### config.mk
export PLATFORM = sky130hd
export DESIGN_NAME = nibble_serial_subtractor_flat
export DESIGN_NICKNAME = d
export VERILOG_FILES = /design/src/rtl/sub_pkg.sv /design/src/rtl/nibble_serial_subtractor_if.sv /design/src/rtl/borrow_lookahead_sub4.sv /design/src/rtl/nibble_serial_subtractor.sv /design/src/flat_wrapper.sv
export SDC_FILE = /design/constraint.sdc
export NUM_CORES = 1
export LEC_CHECK = 0
export BUFFER_PORTS_ARGS = -buffer_cell sky130_fd_sc_hd__buf_4
export CAP_MARGIN = 25
export CORE_ASPECT_RATIO = 2
export CORE_MARGIN = 4
export CORE_UTILIZATION = 35
export DETAILED_ROUTE_END_ITERATION = 10
export GPL_ROUTABILITY_DRIVEN = 1
export GPL_TIMING_DRIVEN = 1
export SKIP_CTS_REPAIR_TIMING = 1
export SLEW_MARGIN = 10
export SYNTH_ARGS = -nofsm -noshare
export SYNTH_HDL_FRONTEND = slang
export SYNTH_HIERARCHICAL = 1
export SYNTH_SLANG_ARGS = --single-unit
### constraint.sdc
create_clock -name clk -period 7.4 [get_ports clk]
set_clock_uncertainty 0.2 [all_clocks]
set_input_delay 1.11 -clock clk [delete_from_list [all_inputs] [get_ports clk]]
set_output_delay 1.11 -clock clk [all_outputs]
set_load 0.02 [all_outputs]
### src/rtl/sub_pkg.sv
// Shared definitions for the nibble-serial subtractor: nibble width,
// FSM state encoding and the nibble-index width helper.
package sub_pkg;

    localparam int NIBBLE_W = 4;

    typedef enum logic [1:0] {
        IDLE = 2'd0,
        RUN  = 2'd1,
        DONE = 2'd2
    } state_t;

    // Width of the nibble index counter; never narrower than one bit so
    // a single-nibble build still has a legal counter.
    function automatic int idx_w(input int nibbles);
        return (nibbles <= 1) ? 1 : $clog2(nibbles);
    endfunction

endpackage

### src/rtl/nibble_serial_subtractor_if.sv
// Request/response bundle of the nibble-serial subtractor.
//
// Handshake: a transfer happens on a rising edge where valid and ready are
// both high. The producer holds valid and its payload steady until that
// edge; ready may rise and fall freely and never depends on valid within
// the same cycle. The request payload is a/b/bin; the response payload is
// diff/bout/ovf/zero.
interface nibble_serial_subtractor_if
    import sub_pkg::*;
#(
    parameter int NIBBLES = 4
);
    localparam int W = NIBBLE_W * NIBBLES;

    logic         start_valid;
    logic         start_ready;
    logic [W-1:0] a;
    logic [W-1:0] b;
    logic         bin;
    logic         out_valid;
    logic         out_ready;
    logic [W-1:0] diff;
    logic         bout;
    logic         ovf;
    logic         zero;

    modport master (
        output start_valid, a, b, bin, out_ready,
        input  start_ready, out_valid, diff, bout, ovf, zero
    );

    modport slave (
        input  start_valid, a, b, bin, out_ready,
        output start_ready, out_valid, diff, bout, ovf, zero
    );

endinterface

### src/rtl/borrow_lookahead_sub4.sv
// 4-bit borrow-lookahead subtract cell: d = x - y - bin, bout = borrow out.
// Every borrow is written as a flat sum of products of generate/propagate
// terms so no borrow depends on a lower computed borrow.
module borrow_lookahead_sub4
    import sub_pkg::*;
(
    input  logic [NIBBLE_W-1:0] x,
    input  logic [NIBBLE_W-1:0] y,
    input  logic                bin,
    output logic [NIBBLE_W-1:0] d,
    output logic                bout
);

    logic [NIBBLE_W-1:0] g;
    logic [NIBBLE_W-1:0] p;
    logic [NIBBLE_W:0]   bw;

    // Generate: this bit borrows on its own; propagate: equal bits pass a borrow through.
    always_comb begin
        g = ~x & y;
        p = ~(x ^ y);
    end

    // Fully expanded lookahead borrows and the per-bit difference.
    always_comb begin
        bw[0] = bin;
        bw[1] = g[0] | (p[0] & bin);
        bw[2] = g[1] | (p[1] & g[0]) | (p[1] & p[0] & bin);
        bw[3] = g[2] | (p[2] & g[1]) | (p[2] & p[1] & g[0])
              | (p[2] & p[1] & p[0] & bin);
        bw[4] = g[3] | (p[3] & g[2]) | (p[3] & p[2] & g[1])
              | (p[3] & p[2] & p[1] & g[0])
              | (p[3] & p[2] & p[1] & p[0] & bin);
        d     = x ^ y ^ bw[NIBBLE_W-1:0];
        bout  = bw[4];
    end

endmodule

### src/rtl/nibble_serial_subtractor.sv
// Multi-cycle subtractor: diff = a - b - bin over 4*NIBBLES bits, one nibble
// per clock through a single time-shared borrow-lookahead cell. Flags are
// computed on the final nibble and held with the result until handoff.
module nibble_serial_subtractor
    import sub_pkg::*;
#(
    parameter int NIBBLES = 4
)
(
    input  logic                       clk,
    input  logic                       rst,
    nibble_serial_subtractor_if.slave  bus,
    output state_t                     state_o
);

    localparam int W     = NIBBLE_W * NIBBLES;
    localparam int IDX_W = idx_w(NIBBLES);
    localparam logic [IDX_W-1:0] LAST_IDX = IDX_W'(NIBBLES - 1);

    state_t              state_q;
    logic [IDX_W-1:0]    idx_q;
    logic [W-1:0]        a_q;
    logic [W-1:0]        b_q;
    logic                borrow_q;
    logic [W-1:0]        diff_q;
    logic                bout_q;
    logic                ovf_q;
    logic                zero_q;

    logic [IDX_W+1:0]    sh_amt;
    logic [W-1:0]        a_sh;
    logic [W-1:0]        b_sh;
    logic [W-1:0]        nib_mask;
    logic [NIBBLE_W-1:0] d_nib;
    logic                borrow_nib;
    logic [W-1:0]        diff_d;
    logic                ovf_d;
    logic                zero_d;

    // Bit offset of the current nibble and the operand nibbles it selects.
    always_comb begin
        sh_amt   = {idx_q, 2'b00};
        a_sh     = a_q >> sh_amt;
        b_sh     = b_q >> sh_amt;
        nib_mask = W'(4'hF) << sh_amt;
    end

    borrow_lookahead_sub4 u_cell (
        .x    (a_sh[NIBBLE_W-1:0]),
        .y    (b_sh[NIBBLE_W-1:0]),
        .bin  (borrow_q),
        .d    (d_nib),
        .bout (borrow_nib)
    );

    // Result with the current nibble merged in, plus flags as they would be
    // if this is the last nibble.
    always_comb begin
        diff_d = (diff_q & ~nib_mask) | (W'(d_nib) << sh_amt);
        ovf_d  = (a_q[W-1] != b_q[W-1]) & (diff_d[W-1] != a_q[W-1]);
        zero_d = ~|diff_d;
    end

    // Control FSM with operand, result and flag registers.
    always_ff @(posedge clk) begin
        if (rst) begin
            state_q  <= IDLE;
            idx_q    <= '0;
            a_q      <= '0;
            b_q      <= '0;
            borrow_q <= 1'b0;
            diff_q   <= '0;
            bout_q   <= 1'b0;
            ovf_q    <= 1'b0;
            zero_q   <= 1'b0;
        end else begin
            case (state_q)
                IDLE: begin
                    if (bus.start_valid) begin
                        a_q      <= bus.a;
                        b_q      <= bus.b;
                        borrow_q <= bus.bin;
                        diff_q   <= '0;
                        bout_q   <= 1'b0;
                        ovf_q    <= 1'b0;
                        zero_q   <= 1'b0;
                        idx_q    <= '0;
                        state_q  <= RUN;
                    end
                end
                RUN: begin
                    diff_q   <= diff_d;
                    borrow_q <= borrow_nib;
                    if (idx_q == LAST_IDX) begin
                        bout_q  <= borrow_nib;
                        ovf_q   <= ovf_d;
                        zero_q  <= zero_d;
                        idx_q   <= '0;
                        state_q <= DONE;
                    end else begin
                        idx_q <= idx_q + 1'b1;
                    end
                end
                DONE: begin
                    if (bus.out_ready) begin
                        state_q <= IDLE;
                    end
                end
                default: state_q <= IDLE;
            endcase
        end
    end

    // Handshake flags come straight from the state register.
    always_comb begin
        bus.start_ready = (state_q == IDLE) & ~rst;
        bus.out_valid   = (state_q == DONE);
        bus.diff        = diff_q;
        bus.bout        = bout_q;
        bus.ovf         = ovf_q;
        bus.zero        = zero_q;
        state_o         = state_q;
    end

endmodule

### src/flat_wrapper.sv
// flat-port wrapper written by rule: the top's interface ports become plain ports
module nibble_serial_subtractor_flat import sub_pkg::*;
#(
    parameter int NIBBLES = 4
)
  (clk, rst, state_o, bus_start_valid, bus_a, bus_b, bus_bin, bus_out_ready, bus_start_ready, bus_out_valid, bus_diff, bus_bout, bus_ovf, bus_zero);
  nibble_serial_subtractor_if #(.NIBBLES(NIBBLES)) bus_i ();
  input  logic clk;
  input  logic rst;
  output state_t state_o;
  input wire logic [$bits(bus_i.start_valid)-1:0] bus_start_valid;
  input wire logic [$bits(bus_i.a)-1:0] bus_a;
  input wire logic [$bits(bus_i.b)-1:0] bus_b;
  input wire logic [$bits(bus_i.bin)-1:0] bus_bin;
  input wire logic [$bits(bus_i.out_ready)-1:0] bus_out_ready;
  output wire logic [$bits(bus_i.start_ready)-1:0] bus_start_ready;
  output wire logic [$bits(bus_i.out_valid)-1:0] bus_out_valid;
  output wire logic [$bits(bus_i.diff)-1:0] bus_diff;
  output wire logic [$bits(bus_i.bout)-1:0] bus_bout;
  output wire logic [$bits(bus_i.ovf)-1:0] bus_ovf;
  output wire logic [$bits(bus_i.zero)-1:0] bus_zero;
  assign bus_i.start_valid = bus_start_valid;
  assign bus_i.a = bus_a;
  assign bus_i.b = bus_b;
  assign bus_i.bin = bus_bin;
  assign bus_i.out_ready = bus_out_ready;
  assign bus_start_ready = bus_i.start_ready;
  assign bus_out_valid = bus_i.out_valid;
  assign bus_diff = bus_i.diff;
  assign bus_bout = bus_i.bout;
  assign bus_ovf = bus_i.ovf;
  assign bus_zero = bus_i.zero;
  nibble_serial_subtractor #(.NIBBLES(NIBBLES)) u_core (.clk(clk), .rst(rst), .bus(bus_i), .state_o(state_o));
endmodule
After elaboration in Yosys (flattened, before gate mapping) --
Index checks and enable logic that the tools add are counted.
Word-level totals: bits in registers 56, output and inout port bits 23, bits of input ports 37, word-level logic and storage cells 85
Operators by class: equal/unequal tests 8, multiplexer cells 18, add/subtract/negate cells 1, reduce and logical (&&, ||, !) cells 8, bitwise logic cells 37, shift operators 4
Operators by type and width (number):
- $pmux W16 S2 | 1
- $shr A16 B4 Y4 | 2
- $and A1 B1 Y1 | 18
- $and A16 B16 Y16 | 1
- $mux W16 | 1
- $not A16 Y16 | 1
- $or A16 B16 Y16 | 1
- $reduce_or A16 Y1 | 1
- $shl A4 B4 Y16 | 1
- $shl A4 B4 Y16 const A | 1
- $mux W2 | 5
- $or A1 B1 Y1 | 10
- $not A4 Y4 | 2
- $pmux W1 S2 | 4
- $xor A4 B4 Y4 | 2
- $pmux W2 S3 | 1
- $reduce_and A3 Y1 | 2
- $mux W1 | 5
- $and A4 B4 Y4 | 1
- $eq A2 B2 Y1 const B | 2
- $ne A2 B2 Y1 const B | 2
- $pmux W2 S2 | 1
- $reduce_and A2 Y1 | 2
- $add A2 B1 Y2 const B | 1
- other kinds (7) | 8

Longest topological paths before layout --
depth in word-level cells 14, gate-level depth with buffers 12, mapped depth without buffers 10

Modules after synthesis --
Netlist, hierarchy kept.
By module, submodules not included:
- nibble_serial_subtractor | times used 1, area each 2567.5 um^2, seq. area each 1121.1 um^2, cells each 304
- borrow_lookahead_sub4 | times used 1, area each 200.2 um^2, seq. area each 0.0 um^2, cells each 27

Least setup slack after synthesis --
No wires, ideal clock.
path type flip-flop to flip-flop, start point register u_core.idx_q[0], end point register u_core.ovf_q, in the netlist u_core/bus.ovf, stages on the path, launching flop included 12, clock period less this slack 3.117 ns, buffers on the path 2, data arrival time 2.785 ns, required time 7.068 ns, library setup time 0.132 ns, slack 4.283 ns, cell sequence dfxtp_1 > buf_6 > buf_2 > mux4_2 > ha_1 > a21oi_1 > nor2_1 > nand3b_1 > and3_1 > o211a_1 > o211ai_1 > a21oi_1
Between the ends: elaborated cells between the ends (all ways) 27, those cells by class 3 x eq/ne; 4 x shift; 2 x mux; 17 x bitwise; 1 x reduce/logical
RTL lines:
- start, declared | line nibble_serial_subtractor.sv:21 | logic [IDX_W-1:0] idx_q;
- start signal, assigned | line nibble_serial_subtractor.sv:101 | idx_q <= idx_q + 1'b1;
- $shr A16 B4 Y4 (*) | line nibble_serial_subtractor.sv:44 | b_sh = b_q >> sh_amt;
- net u_core.b_sh[0] | line nibble_serial_subtractor.sv:32 | logic [W-1:0] b_sh;
- $xor A4 B4 Y4 | line borrow_lookahead_sub4.sv:21 | p = ~(x ^ y);
- $not A4 Y4 | line borrow_lookahead_sub4.sv:21
- $and A1 B1 Y1 (2 in a row) | line borrow_lookahead_sub4.sv:30 | | (p[2] & p[1] & p[0] & bin);
- $or A1 B1 Y1 (*) | line borrow_lookahead_sub4.sv:30
- $xor A4 B4 Y4 (*) | line borrow_lookahead_sub4.sv:34 | d = x ^ y ^ bw[NIBBLE_W-1:0];
- net u_core.d_nib[3] | line nibble_serial_subtractor.sv:34 | logic [NIBBLE_W-1:0] d_nib;
- $shl A4 B4 Y16 (*) | line nibble_serial_subtractor.sv:59 | diff_d = (diff_q & ~nib_mask) | (W'(d_nib) << sh_amt);
- $or A16 B16 Y16 (*) | line nibble_serial_subtractor.sv:59
- $ne A1 B1 Y1 (*) | line nibble_serial_subtractor.sv:60 | ovf_d = (a_q[W-1] != b_q[W-1]) & (diff_d[W-1] != a_q[W-1]);
- $and A1 B1 Y1 (*) | line nibble_serial_subtractor.sv:60
- $mux W1 (*) | line nibble_serial_subtractor.sv:94 | if (idx_q == LAST_IDX) begin
- $pmux W1 S2 (*) | line nibble_serial_subtractor.sv:77 | case (state_q)
- end signal, assigned | line nibble_serial_subtractor.sv:96 | ovf_q <= ovf_d;
- end, declared | line nibble_serial_subtractor.sv:27 | logic ovf_q;
Mark *: on every way through the listed nets, which the timed path passes. The rest lies on a longest branch. The select of a mux whose other input is x is not followed. A chain may end at the register's enable or synchronous reset.

Final worst setup path --
start point register u_core.idx_q[0], end point register u_core.zero_q, in the netlist u_core/bus.zero
Between the ends: word-level cells in the longest chain between the ends 14, elaborated cells between the ends (all ways) 34, those cells by class 2 x eq/ne; 4 x shift; 2 x mux; 23 x bitwise; 3 x reduce/logical
RTL lines:
- $shr A16 B4 Y4 (*) | line nibble_serial_subtractor.sv:44
- net u_core.b_sh[2] | line nibble_serial_subtractor.sv:32
- $xor A4 B4 Y4 | line borrow_lookahead_sub4.sv:21
- $not A4 Y4 | line borrow_lookahead_sub4.sv:21
- $and A1 B1 Y1, on equally long branches | line borrow_lookahead_sub4.sv:29, borrow_lookahead_sub4.sv:30
- $or A1 B1 Y1, or another cell as far along | line borrow_lookahead_sub4.sv:29 | bw[3] = g[2] | (p[2] & g[1]) | (p[2] & p[1] & g[0])
- $or A1 B1 Y1 or $and A1 B1 Y1 (tied branches) | line borrow_lookahead_sub4.sv:29, borrow_lookahead_sub4.sv:30
- $or A1 B1 Y1 (*) | line borrow_lookahead_sub4.sv:30
- $xor A4 B4 Y4 (*) | line borrow_lookahead_sub4.sv:34
- net u_core.d_nib[3] | line nibble_serial_subtractor.sv:34
- $shl A4 B4 Y16 (*) | line nibble_serial_subtractor.sv:59
- $or A16 B16 Y16 (*) | line nibble_serial_subtractor.sv:59
- $reduce_or A16 Y1 (*) | line nibble_serial_subtractor.sv:61 | zero_d = ~|diff_d;
- $logic_not A1 Y1 (*) | line nibble_serial_subtractor.sv:61
- $mux W1 (*) | line nibble_serial_subtractor.sv:94
- $pmux W1 S2 (*) | line nibble_serial_subtractor.sv:77
- end signal, assigned | line nibble_serial_subtractor.sv:97 | zero_q <= zero_d;
- end, declared | line nibble_serial_subtractor.sv:28 | logic zero_q;
Marked as above.

==> impl_metrics.tcl <==
set metrics [dict create \
    num_rows 45 \
    hpwl_um 5440 \
    drv_cap 0 \
    cp.arrival_ns 3.79 \
    worst_slew_pin_slew_ns 0.977 \
    vdd_drop_max_mv 0.138 \
    drive_above_1_share_pct 21.9 \
    start_util_pct 36.1 \
    antenna_found_initial 0 \
    die_h_um 134 \
    wl_um 7290 \
    detail_route.vias_per_cell 5.31 \
    setup_violations 0 \
    period_share_pct 50.7 \
    syn_area_per_cell_um2 8.36 \
    synth_cell_types 44 \
    cellPowerDensity_nw_per_um2 211 \
    max_freq_mhz 266 \
    core_area_um2 7660 \
    synth_top_cell_by_area "dfxtp_1" \
    nets 425 \
    critPathKind "reg -> reg" \
    synthCells 331 \
    startpoint_type "register" \
    dr.first_iter.drc_count 147 \
    hold_class "reg -> reg" \
    critPathMaxFanout 24 \
    portBuffers 59 \
    grt_first_pass_wirelength_um 11500 \
    cp_slowest_cell "dfxtp_1" \
    numCtsBuffers 5 \
    final.setup.tns_ns 0 \
    place_congestion 0.821 \
    drv_slew 0 \
    synthTopCellsByCount "nand2_1, dfxtp_1, a21oi_1" \
    clk_latency_ns 0.30 \
    areaGrowthSynthToFinish_pct 22.8 \
    required_ns 7.44 \
    syn_nets 378 \
    async_flop_share_pct 0 \
    dieArea_um2 9480 \
    ant_nets 0 \
    ys_seq_elements 56 \
    synth_area_leaders "dfxtp_1, nand2_1, a21oi_1, mux4_2, ha_1" \
    synth.cell_area_um2 2770 \
    ys.flop_type "dfxtp_1" \
    synth_edf_count 0 \
    place_area_um2 3240 \
    cts-root-buf "clkbuf_16" \
    synth_most_common_cell "nand2_1" \
    grt_overflow 0 \
    via_count 2513 \
    status "finished, final reports clean" \
    p_leak_nw 1.38 \
    drc 0 \
    clk_pin_slew_ns 0.07 \
    hold_slack_ns 0.251 \
    ys.warnings.count 6 \
    n_antenna_cell 0 \
    wl_per_cell_um 15.4 \
    cts_buffer_depth 2 \
    end_kind "register" \
    synth-seq-area-share_pct 40.5 \
    timing.final.crit_period_ns 3.75 \
    fillCellCount 806 \
    crit_chain "mux4_1, ha_1, a21o_1, a21oi_1, nand3b_1, and3_1, a2111oi_2, nand4_1, o21ai_1" \
    rsz0062_at_grt "no" \
    report.final.hold_viol_count 0 \
    cts_sinks 56 \
    cts_tree "built" \
    finalInstanceArea_um2 3400 \
    cpPeakStageDelay_ns 0.97 \
    slew_headroom_pct 34.8 \
    die_w_um 70.9 \
    final_util_pct 44.4 \
    stdcell_count 473 \
    io_pins 60 \
    grtUsageTotal_pct 15.5 \
    first_global_vias 2484 \
    synth_top_area_share_pct 40.5 \
    cts_max_level 2 \
    grt_max_degree 59 \
    first_pass_iters 4 \
    dp.cells 465 \
]
-- worst paths after layout --
check / slack (ns) / from / depth (start not counted) / end
min reg2reg: 0.25 / u_core/b_q[10] / 2 / u_core/b_q[10]
min: 0.25 / u_core/b_q[10] / 2 / u_core/b_q[10]
max reg2reg: 3.65 / u_core/idx_q[0] / 9 / u_core/bus.zero
max: 3.65 / u_core/idx_q[0] / 9 / u_core/bus.zero
-- state kept, by name, indices dropped and copies added (netlist names) --
signal	count
u_core/state_o	2
u_core/bus.diff	16
u_core/bus.ovf	1
u_core/bus.zero	1
u_core/b_q	16
u_core/borrow_q	1
u_core/idx_q	2
u_core/a_q	16
u_core/bus.bout	1
-- layout by cell type, fill, tap and decap left out, drive strengths merged, types with 3 or more instances in the layout --
cell / n
o21ai: 10
nand4: 5
nor2b: 12
dfxtp: 56
mux4: 8
a32oi: 3
clkbuf: 6
nor3: 3
nand2: 76
ha: 9
inv: 11
nand2b: 3
a21oi: 54
nand3: 9
a2111oi: 3
o22a: 4
and3b: 3
buf: 62
nor2: 14
-- per-stage QoR --
stage / setup WS (ns) / power (mW)
6_report: 3.65 / 0.718
5_1_grt: 3.39 / 0.752
4_1_cts: 3.63 / 0.725
3_5_place_dp: 3.67 / 0.479
3_3_place_gp: 3.82 / 0.476
2_1_floorplan: 4.28 / 0.431
-- layer usage --
metal | GRT usage (%) | part of all wire, % | up-vias
met2 | 29.9 | 57 | 55
met4 | 9.10 | 4.2 | 0
met5 | 0 | 0 | -
met3 | 2.49 | 2.8 | 20
met1 | 14.6 | 36 | 1194
li1 | - | - | 1244
-- worst max-delay path: cells and delay by family (launching register included) --
kind / cells / cell delay (ns)
adder cells (fa/ha/maj): 1 / 0.38
flip-flops: 1 / 0.97
multiplexers: 1 / 0.68
AO/OA/AOI/OAI: 4 / 0.79
AND/OR/NAND/NOR: 3 / 0.67
-- report_power, final --
| part | internal, mW | switching [mW] |
|---|---|---|
| logic | 0.0608 | 0.0812 |
| clock network | 0.135 | 0.111 |
| registers | 0.316 | 0.0142 |
| total | 0.512 | 0.206 |
-- layout make-up --
type / count / area, um2 / share of cell area (%)
multi-input combinational: 242 / 1500 / 44.1
sequential: 56 / 1120 / 33.0
timing repair buffer: 62 / 465 / 13.7
clock buffer: 6 / 139 / 4.09
tap: 94 / 118 / 3.46
inverter: 11 / 41.3 / 1.22
clock inverter: 2 / 15.0 / 0.442
-- cell families after synthesis --
group / count (synthesis) / share of synthesized area, %
AO/OA/AOI/OAI: 87 / 19.3
XOR/XNOR: 2 / 0.633
adder cells (fa/ha/maj): 10 / 4.79
buffers and inverters: 33 / 5.33
flip-flops: 56 / 40.5
multiplexers: 9 / 7.19
AND/OR/NAND/NOR: 134 / 22.2
Note: power is estimated with default switching activity, not from simulation.
